### src/rtl/ad_avg_pkg.sv
// Shared types and constants for the ad_avg_tx averaging front end.
// The TX state encoding is also what dbg_state_o presents to observers.
package ad_avg_pkg;

   typedef enum logic [1:0] {
      S_IDLE = 2'd0,
      S_HDR  = 2'd1,
      S_HI   = 2'd2,
      S_LO   = 2'd3
   } tx_state_e;

   localparam logic [7:0] HDR_BYTE = 8'hA5;

   // Running sum must hold N full-scale samples without wrapping.
   function automatic int sum_width(input int data_w, input int avg_log2);
      return data_w + avg_log2;
   endfunction

endpackage

### src/rtl/ad_avg_win.sv
// Moving-average window: N = 2^AVG_LOG2 samples, running sum, truncating divide.
// avg_vld is held off until the window has been filled once since reset.
module ad_avg_win
   import ad_avg_pkg::*;
#(
   parameter int DATA_W   = 12,
   parameter int AVG_LOG2 = 2
)(
   input  logic              clk,
   input  logic              rst,
   input  logic [DATA_W-1:0] sample_in,
   input  logic              sample_vld,
   output logic [DATA_W-1:0] avg_out,
   output logic              avg_vld
);

   localparam int N     = 1 << AVG_LOG2;
   localparam int SUM_W = sum_width(DATA_W, AVG_LOG2);
   localparam logic [AVG_LOG2:0] FILL_N   = (AVG_LOG2+1)'(N);
   localparam logic [AVG_LOG2:0] FILL_ONE = (AVG_LOG2+1)'(1);

   logic [DATA_W-1:0] win_q [N];
   logic [SUM_W-1:0]  sum_q;
   logic [SUM_W-1:0]  sum_d;
   logic [AVG_LOG2:0] fill_q;
   logic [DATA_W-1:0] avg_q;
   logic              avg_vld_q;

   // Intermediate may wrap, but the final sum always fits in SUM_W.
   assign sum_d = sum_q + SUM_W'(sample_in) - SUM_W'(win_q[N-1]);

   always_ff @(posedge clk or posedge rst) begin
      if (rst) begin
         for (int i = 0; i < N; i++) win_q[i] <= '0;
         sum_q     <= '0;
         fill_q    <= '0;
         avg_q     <= '0;
         avg_vld_q <= 1'b0;
      end else begin
         avg_vld_q <= 1'b0;
         if (sample_vld) begin
            win_q[0] <= sample_in;
            for (int i = 1; i < N; i++) win_q[i] <= win_q[i-1];
            sum_q     <= sum_d;
            avg_q     <= sum_d[SUM_W-1:AVG_LOG2];
            avg_vld_q <= (fill_q >= (FILL_N - FILL_ONE));
            if (fill_q != FILL_N) fill_q <= fill_q + FILL_ONE;
         end
      end
   end

   assign avg_out = avg_q;
   assign avg_vld = avg_vld_q;

endmodule

### src/rtl/ad_avg_tx.sv
// Moving average of ADC samples, decimated and framed as bytes for a UART.
// Define AD_AVG_HDR_EN to prefix every frame with the 0xA5 header byte.
// tx handshake: tx_valid/tx_data hold until tx_valid && tx_ready; a byte moves only on that cycle.
module ad_avg_tx
   import ad_avg_pkg::*;
#(
   parameter int DATA_W   = 12,
   parameter int AVG_LOG2 = 2,
   parameter int DECIM    = 1024
)(
   input  logic              clk,
   input  logic              rst,
   input  logic [DATA_W-1:0] sample_in,
   input  logic              sample_vld,
   output logic [DATA_W-1:0] avg_out,
   output logic              avg_vld,
   output logic [7:0]        tx_data,
   output logic              tx_valid,
   input  logic              tx_ready,
   output logic              overrun,
   output logic [1:0]        dbg_state_o
);

   localparam int CNT_W = (DECIM > 1) ? $clog2(DECIM) : 1;
   localparam logic [CNT_W-1:0] CNT_LAST = CNT_W'(DECIM - 1);
   localparam logic [CNT_W-1:0] CNT_ONE  = CNT_W'(1);

   function automatic logic [7:0] hi_byte(input logic [DATA_W-1:0] v);
      return 8'(v >> 8);
   endfunction

   tx_state_e         state_q;
   logic [CNT_W-1:0]  dec_q;
   logic [DATA_W-1:0] cap_q;
   logic [7:0]        tx_data_q;
   logic              tx_valid_q;
   logic              offer;
   logic              hs;
   logic              can_cap;
   logic [7:0]        first_byte;
   tx_state_e         first_state;

   ad_avg_win #(
      .DATA_W   (DATA_W),
      .AVG_LOG2 (AVG_LOG2)
   ) u_win (
      .clk        (clk),
      .rst        (rst),
      .sample_in  (sample_in),
      .sample_vld (sample_vld),
      .avg_out    (avg_out),
      .avg_vld    (avg_vld)
   );

`ifdef AD_AVG_HDR_EN
   assign first_byte  = HDR_BYTE;
   assign first_state = S_HDR;
`else
   assign first_byte  = hi_byte(avg_out);
   assign first_state = S_HI;
`endif

   assign offer   = avg_vld && (dec_q == CNT_LAST);
   assign hs      = tx_valid_q && tx_ready;
   // A frame in flight can only be replaced as its LO byte leaves.
   assign can_cap = (state_q == S_IDLE) || ((state_q == S_LO) && hs);
   assign overrun = offer && !can_cap;

   always_ff @(posedge clk or posedge rst) begin
      if (rst) begin
         dec_q <= '0;
      end else if (avg_vld) begin
         dec_q <= (dec_q == CNT_LAST) ? '0 : dec_q + CNT_ONE;
      end
   end

   always_ff @(posedge clk or posedge rst) begin
      if (rst) begin
         state_q    <= S_IDLE;
         cap_q      <= '0;
         tx_data_q  <= '0;
         tx_valid_q <= 1'b0;
      end else if (offer && can_cap) begin
         cap_q      <= avg_out;
         state_q    <= first_state;
         tx_data_q  <= first_byte;
         tx_valid_q <= 1'b1;
      end else if (hs) begin
         case (state_q)
`ifdef AD_AVG_HDR_EN
            S_HDR: begin
               state_q   <= S_HI;
               tx_data_q <= hi_byte(cap_q);
            end
`endif
            S_HI: begin
               state_q   <= S_LO;
               tx_data_q <= cap_q[7:0];
            end
            default: begin
               state_q    <= S_IDLE;
               tx_valid_q <= 1'b0;
            end
         endcase
      end
   end

   assign tx_data     = tx_data_q;
   assign tx_valid    = tx_valid_q;
   assign dbg_state_o = state_q;

endmodule

### config.mk
export PLATFORM = sky130hd
export DESIGN_NAME = ad_avg_tx
export DESIGN_NICKNAME = d
export VERILOG_FILES = /design/src/rtl/ad_avg_pkg.sv /design/src/rtl/ad_avg_win.sv /design/src/rtl/ad_avg_tx.sv
export SDC_FILE = /design/constraint.sdc
export NUM_CORES = 1
export LEC_CHECK = 0
export ABC_AREA = 0
export CORE_AREA = 2 2 114 116
export CTS_CLUSTER_DIAMETER = 120
export DETAILED_ROUTE_END_ITERATION = 10
export DIE_AREA = 0 0 116 118
export GPL_TIMING_DRIVEN = 0
export PLACE_DENSITY_LB_ADDON = 0.15
export SLEW_MARGIN = 20
export SYNTH_ARGS = -nofsm -noshare
export SYNTH_HDL_FRONTEND = slang
export SYNTH_SLANG_ARGS = --single-unit
### constraint.sdc
create_clock -name clk -period 5.8 [get_ports clk]
set_input_delay 1.74 -clock clk [delete_from_list [all_inputs] [get_ports clk]]
set_output_delay 1.74 -clock clk [all_outputs]
set_load 0.005 [all_outputs]
* Word-level counts from Yosys, hierarchy flattened
Cells that the tools add are included.
Word-level totals: register bits after elaboration 107, input port bits 16, output and inout bits 25, logic and storage cells 47
Operators by class: add/sub/neg operators 4, magnitude comparators 1, equal/unequal tests 5, multiplexer cells 11, reduce and logical (&&, ||, !) cells 13
Operators by type and width (number):
- 8-bit two-way mux | 3
- 14-bit by 12-bit adder with 14-bit output | 1
- 14-bit by 12-bit subtractor with 14-bit output | 1
- 10-bit by 1-bit adder with 10-bit output, second input constant | 1
- 10-bit equality test, second input constant | 1
- 10-bit two-way mux | 1
- 2-bit two-way mux | 3
- 2-bit AND reduction | 3
- 1-bit logical AND | 5
- 2-bit equality test, second input constant | 2
- 1-bit two-way mux | 4
- 2-bit nonzero test | 2
- 3-bit by 1-bit adder with 3-bit output, second input constant | 1
- 3-bit by 2-bit greater-or-equal comparator with 1-bit output, second input constant | 1
- 3-bit != test, second input constant | 1
- 2-bit zero test | 1
- 2-bit != test, second input constant | 1
- 1-bit zero test | 1
- 1-bit logical OR | 1

* Longest topological paths before layout
depth after elaboration 6, mapped depth 11, depth with buffers taken out 11

* By module
A second synthesis with hierarchy kept.
Unflattened totals: cell total of the unflattened synthesis 447, area total of the unflattened synthesis 5022.3 um^2
By module, submodules not included:
- ad_avg_win | times used 1, cells each 333, area an instance 3701.0 um^2, sequential area each 1651.6 um^2
- ad_avg_tx | times used 1, cells each 114, area an instance 1321.3 um^2, sequential area each 725.7 um^2

* Worst setup path after synthesis
No wires, ideal clock.
kind input -> register, from input port sample_in[3], to register u_win.avg_q[11] (netlist: u_win.avg_out[11]), library setup time 0.129 ns, arrival 3.940 ns, data required time 5.671 ns, path slack 1.731 ns, stages on the path 11, buffers on the path 1, path through inv_1 > fa_1 > inv_1 > ha_1 > nand2_1 > or3b_1 > a31oi_1 > or2_1 > buf_6 > o211ai_2 > a2111o_1
Between the ends: longest elaborated chain between the ends 2
RTL lines:
- from (decl) | line ad_avg_tx.sv:13 | input logic [DATA_W-1:0] sample_in,
- 14-bit by 12-bit adder with 14-bit output | line ad_avg_win.sv:30 | assign sum_d = sum_q + SUM_W'(sample_in) - SUM_W'(win_q[N-1]);
- 14-bit by 12-bit subtractor with 14-bit output | line ad_avg_win.sv:30
- to (signal assigned) | line ad_avg_win.sv:45 | avg_q <= sum_d[SUM_W-1:AVG_LOG2];
- to (decl) | line ad_avg_win.sv:26 | logic [DATA_W-1:0] avg_q;
No other way between the ends. A chain may end at the register's enable or synchronous reset.

* Worst setup path after layout
from input port tx_ready, to output port overrun
Between the ends: longest elaborated chain between the ends 5
RTL lines:
- from (decl) | line ad_avg_tx.sv:19 | input logic tx_ready,
- 1-bit logical AND | line ad_avg_tx.sv:64 | assign hs = tx_valid_q && tx_ready;
- 1-bit logical AND | line ad_avg_tx.sv:66 | assign can_cap = (state_q == S_IDLE) || ((state_q == S_LO) && hs);
- 1-bit logical OR | line ad_avg_tx.sv:66
- 1-bit zero test | line ad_avg_tx.sv:67 | assign overrun = offer && !can_cap;
- 1-bit logical AND | line ad_avg_tx.sv:67
- to (decl) | line ad_avg_tx.sv:20 | output logic overrun,
No other way between the ends.

==> results.txt <==
----------------------------------------------------
[Worst setup path]
  Required time of the critical path ... 4.06 ns
  Highest net fanout along the worst path ... 3
  Category of the critical setup timing path ... primary input to output port
  Launching element type of the critical path ... primary input
  CP max stage delay ... 0.50 ns
  Critical path cell sequence ... clkdlybuf4s50_1 -> nand4_1 -> o21ai_0 -> nor2_1 -> clkdlybuf4s50_1
  Total stage count of the critical path ... 5
  Largest delay share family, worst path ... buffers and inverters
  Capturing element type of the critical path ... output port
  Cells on worst reg2reg path ... 11
  Most used cell, CP ... sky130_fd_sc_hd__clkdlybuf4s50_1
  Critical Path Slowest Stage Cell ... sky130_fd_sc_hd__clkdlybuf4s50_1
  Crit path arrival time ... 2.98 ns
  Buffers & Inverters on Critical Path ... 2

[CTS]
  Count of buffers added by post-CTS timing repair for setup ... 0
  Count of hold buffers inserted by post-cts repair ... 0
  Later-pin clock latency in the skew report ... 0.34 ns
  Root buf cell ... sky130_fd_sc_hd__clkbuf_16
  Quantity of gates resized following cts ... 0
  CTS max path bufs ... 2
  Clock-pin slew on the worst setup and hold paths ... 0.06 ns
  CTS tree ... done
  Number of clock sinks ... 95
  Clock buffer count from CTS ... 9
  Deepest level of the CTS H-tree ... 3

[Routing]
  Routed vias ... 3040
  Ratio of routed vias to standard cells ... 4.65
  Post-detailed-route DRC marker count ... 0
  Final routed wire length divided by cell count ... 13.4 um
  DRT antenna net count ... 0
  Iteration-0 DRC count of the detailed router ... 121
  Post-Route WL ... 8.74 mm
  DRT Pass-1 Iters ... 4

[Yosys]
  Synth area leaders ... sky130_fd_sc_hd__dfrtp_1 49%, sky130_fd_sc_hd__mux2_2 12%, sky130_fd_sc_hd__fa_1 4.9%
  Yosys warnings ... 0
  Syn avg cell area ... 11.4 um2
  Post-synth cell types ... 47
  Yosys top cell by area ... sky130_fd_sc_hd__dfrtp_1
  Fraction of registers with async set/reset ... 100%
  Yosys top cell area share ... 48.9%
  Post-synthesis sequential area ratio ... 48.9%
  Number of flops mapped to enable cells by yosys ... 0
  Synthesized net count ... 473
  Register bit count reported by yosys ... 95
  Post-synthesis instance area ... 4870 um2
  Most used flip-flop cell after synthesis ... sky130_fd_sc_hd__dfrtp_1
  Most frequent cells after synthesis ... 95 x sky130_fd_sc_hd__dfrtp_1, 56 x sky130_fd_sc_hd__inv_1, 50 x sky130_fd_sc_hd__mux2_2, 30 x sky130_fd_sc_hd__nand2_1
  Most frequently used cell type in the post-synthesis netlist ... sky130_fd_sc_hd__dfrtp_1
  Count of mapped cells out of synthesis ... 427

[GRT]
  Number of antenna violations at the first check in global routing ... 0
  Largest net degree at the start of global routing ... 67
  First-pass GRT wire length ... 15.3 mm
  Total gr overflow ... 0
  Total Routing Usage GR ... 14.2%
  Via count of the first global-routing pass ... 3156

[Timing]
  Final worst-path cycle share ... 81.3%
  Min Hold Slack ... 0.486 ns
  Clock period minus worst slack ... 4.72 ns
  Final count of hold timing violations ... 0
  Count of final setup violators ... 0
  Highest clock rate ... 212 MHz
  Worst slew margin relative to its limit ... 57.6%
  Total Negative Setup Slacks ... 0 ns
  RSZ-0062 raised after global routing ... false
  Skew final ... 0.00759 ns
  Slack of the critical path ... 1.08 ns
  Total count of max-transition violations in the final report ... 0
  Least-Margin Pin Slew ... 0.636 ns

[Floorplan]
  Starting density of the core ... 39.2%
  Overall die height ... 118 um
  IO Count ... 41
  Number of rows created at floorplan ... 41
  Core Area ... 12400 um2
  Width of the chip ... 116 um
  Full die area ... 13700 um2

[Power and ir drop]
  Leakage power of the design ... 2.68 nW
  IR drop worst, VDD ... 0.170 mV
  Overall power ... 0.00289 W
  Power density normalized to cell area ... 497 nW/um2

[Run status]
  Outcome ... completed

[Final layout]
  Final-stage net count ... 524
  Area added between synthesis and finish ... 19.5%
  Antenna fix cells ... 0
  Share of layout cells above drive strength 1 ... 18.7%

[Placement]
  Detail Placement HPWL ... 6.61 mm
  Weighted congestion reported at the end of routability-driven placement ... 0.829
  Post-place setup slack ... 0.956 ns
  Port Buf Inserts ... 39

[Min path]
  Kind of path behind the tightest hold check ... register to register
  Worst Hold Path Cells ... 1

[Run]
  Maximum Capacitance Violations ... 0

----------------------------------------------------
==> power by group <==
group	internal (W)	switching (W)	total, W
Combinational	0.000690	0.000643	0.00133
Sequential	0.000813	0.000125	0.000938
Clock	0.000374	0.000244	0.000618
Total	0.00188	0.00101	0.00289
==> per-layer routing <==
layer  up-vias  track usage [%]  share of wire [%]
li1       1507                -                  -
met1      1482             19.8                 51
met2        45             21.3                 45
met3         6             4.27                3.7
met4         0             4.69                1.0
met5         -                0                  0
==> metrics by stage <==
step	utilization, %	cell area, um2	std cells
2_1_floorplan	-	4870	427
3_3_place_gp	44.1	5470	638
3_5_place_dp	44.3	5500	639
4_1_cts	46.8	5820	654
5_1_grt	46.8	5820	654
6_report	46.8	5820	654
==> sequential cells by signal, summed over array words and instances (netlist names), 2 cells and up <==
signal	count
cap_q	8
dbg_state_o	2
dec_q	10
tx_data	8
u_win.avg_out	12
u_win.fill_q	3
u_win.sum_q	2
u_win.win_q	48
==> kinds of logic after synthesis <==
kind of cell	synth area share, %
DFF	48.9
buffers and inverters	7.66
and+or+nand+nor	7.84
muxes	15.9
AOI/OAI and AO/OA	6.94
adders and majority gates	9.57
xor gates and xnor gates	3.24
==> worst paths after layout <==
| path | slack [ns] | end | start |
|---|---|---|---|
| worst max-delay path | 1.08 | overrun | tx_ready |
| max in group asynchronous | 3.42 | u_win.win_q[31] | rst |
| worst min-delay path | 0.49 | cap_q[4] | cap_q[4] |
| worst min register to register | 0.49 | cap_q[4] | cap_q[4] |
| min in group asynchronous | 1.75 | dbg_state_o[1] | rst |
| worst max register to register | 2.89 | u_win.avg_out[11] | u_win.avg_out[1] |
==> layout by cell type, fill, tap and decap left out, types with 2 or more instances in the layout <==
cell / Yosys / routed
sky130_fd_sc_hd__dfrtp_1: 95 / 95
sky130_fd_sc_hd__nand2_1: 30 / 30
sky130_fd_sc_hd__or3_1: 3 / 3
sky130_fd_sc_hd__clkinv_2: 0 / 2
sky130_fd_sc_hd__ha_1: 18 / 18
sky130_fd_sc_hd__o21ai_1: 2 / 2
sky130_fd_sc_hd__a21oi_2: 2 / 2
sky130_fd_sc_hd__bufinv_16: 0 / 2
sky130_fd_sc_hd__mux2i_1: 12 / 12
sky130_fd_sc_hd__o21bai_1: 4 / 4
sky130_fd_sc_hd__o21ai_0: 18 / 18
sky130_fd_sc_hd__a21oi_1: 13 / 13
sky130_fd_sc_hd__buf_6: 2 / 2
sky130_fd_sc_hd__clkbuf_1: 8 / 8
sky130_fd_sc_hd__inv_1: 56 / 55
sky130_fd_sc_hd__a21o_1: 3 / 3
sky130_fd_sc_hd__xnor2_1: 13 / 13
sky130_fd_sc_hd__clkbuf_16: 0 / 9
sky130_fd_sc_hd__nand3_1: 5 / 5
sky130_fd_sc_hd__fa_1: 12 / 12
sky130_fd_sc_hd__nand4_1: 7 / 7
sky130_fd_sc_hd__nor2_1: 18 / 18
sky130_fd_sc_hd__clkdlybuf4s50_1: 0 / 39
sky130_fd_sc_hd__nor2b_1: 3 / 3
sky130_fd_sc_hd__and2_1: 2 / 2
sky130_fd_sc_hd__buf_4: 13 / 13
sky130_fd_sc_hd__mux2_1: 8 / 8
sky130_fd_sc_hd__nor3_1: 3 / 3
sky130_fd_sc_hd__xor2_1: 5 / 5
sky130_fd_sc_hd__o21a_1: 2 / 2
sky130_fd_sc_hd__mux2_2: 50 / 50
==> cell type report <==
type                            instances  area, um2
Clock inverter                          6       86.3
Timing Repair Buffer                   40        418
Multi-Input combinational cell        250       2120
Buffer                                 25        159
Tap cell                              172        215
Clock buffer                            9        225
Fill cell                            1161       6600
Inverter                               57        219
Sequential cell                        95       2380
Power figures use the tool's default switching activity.
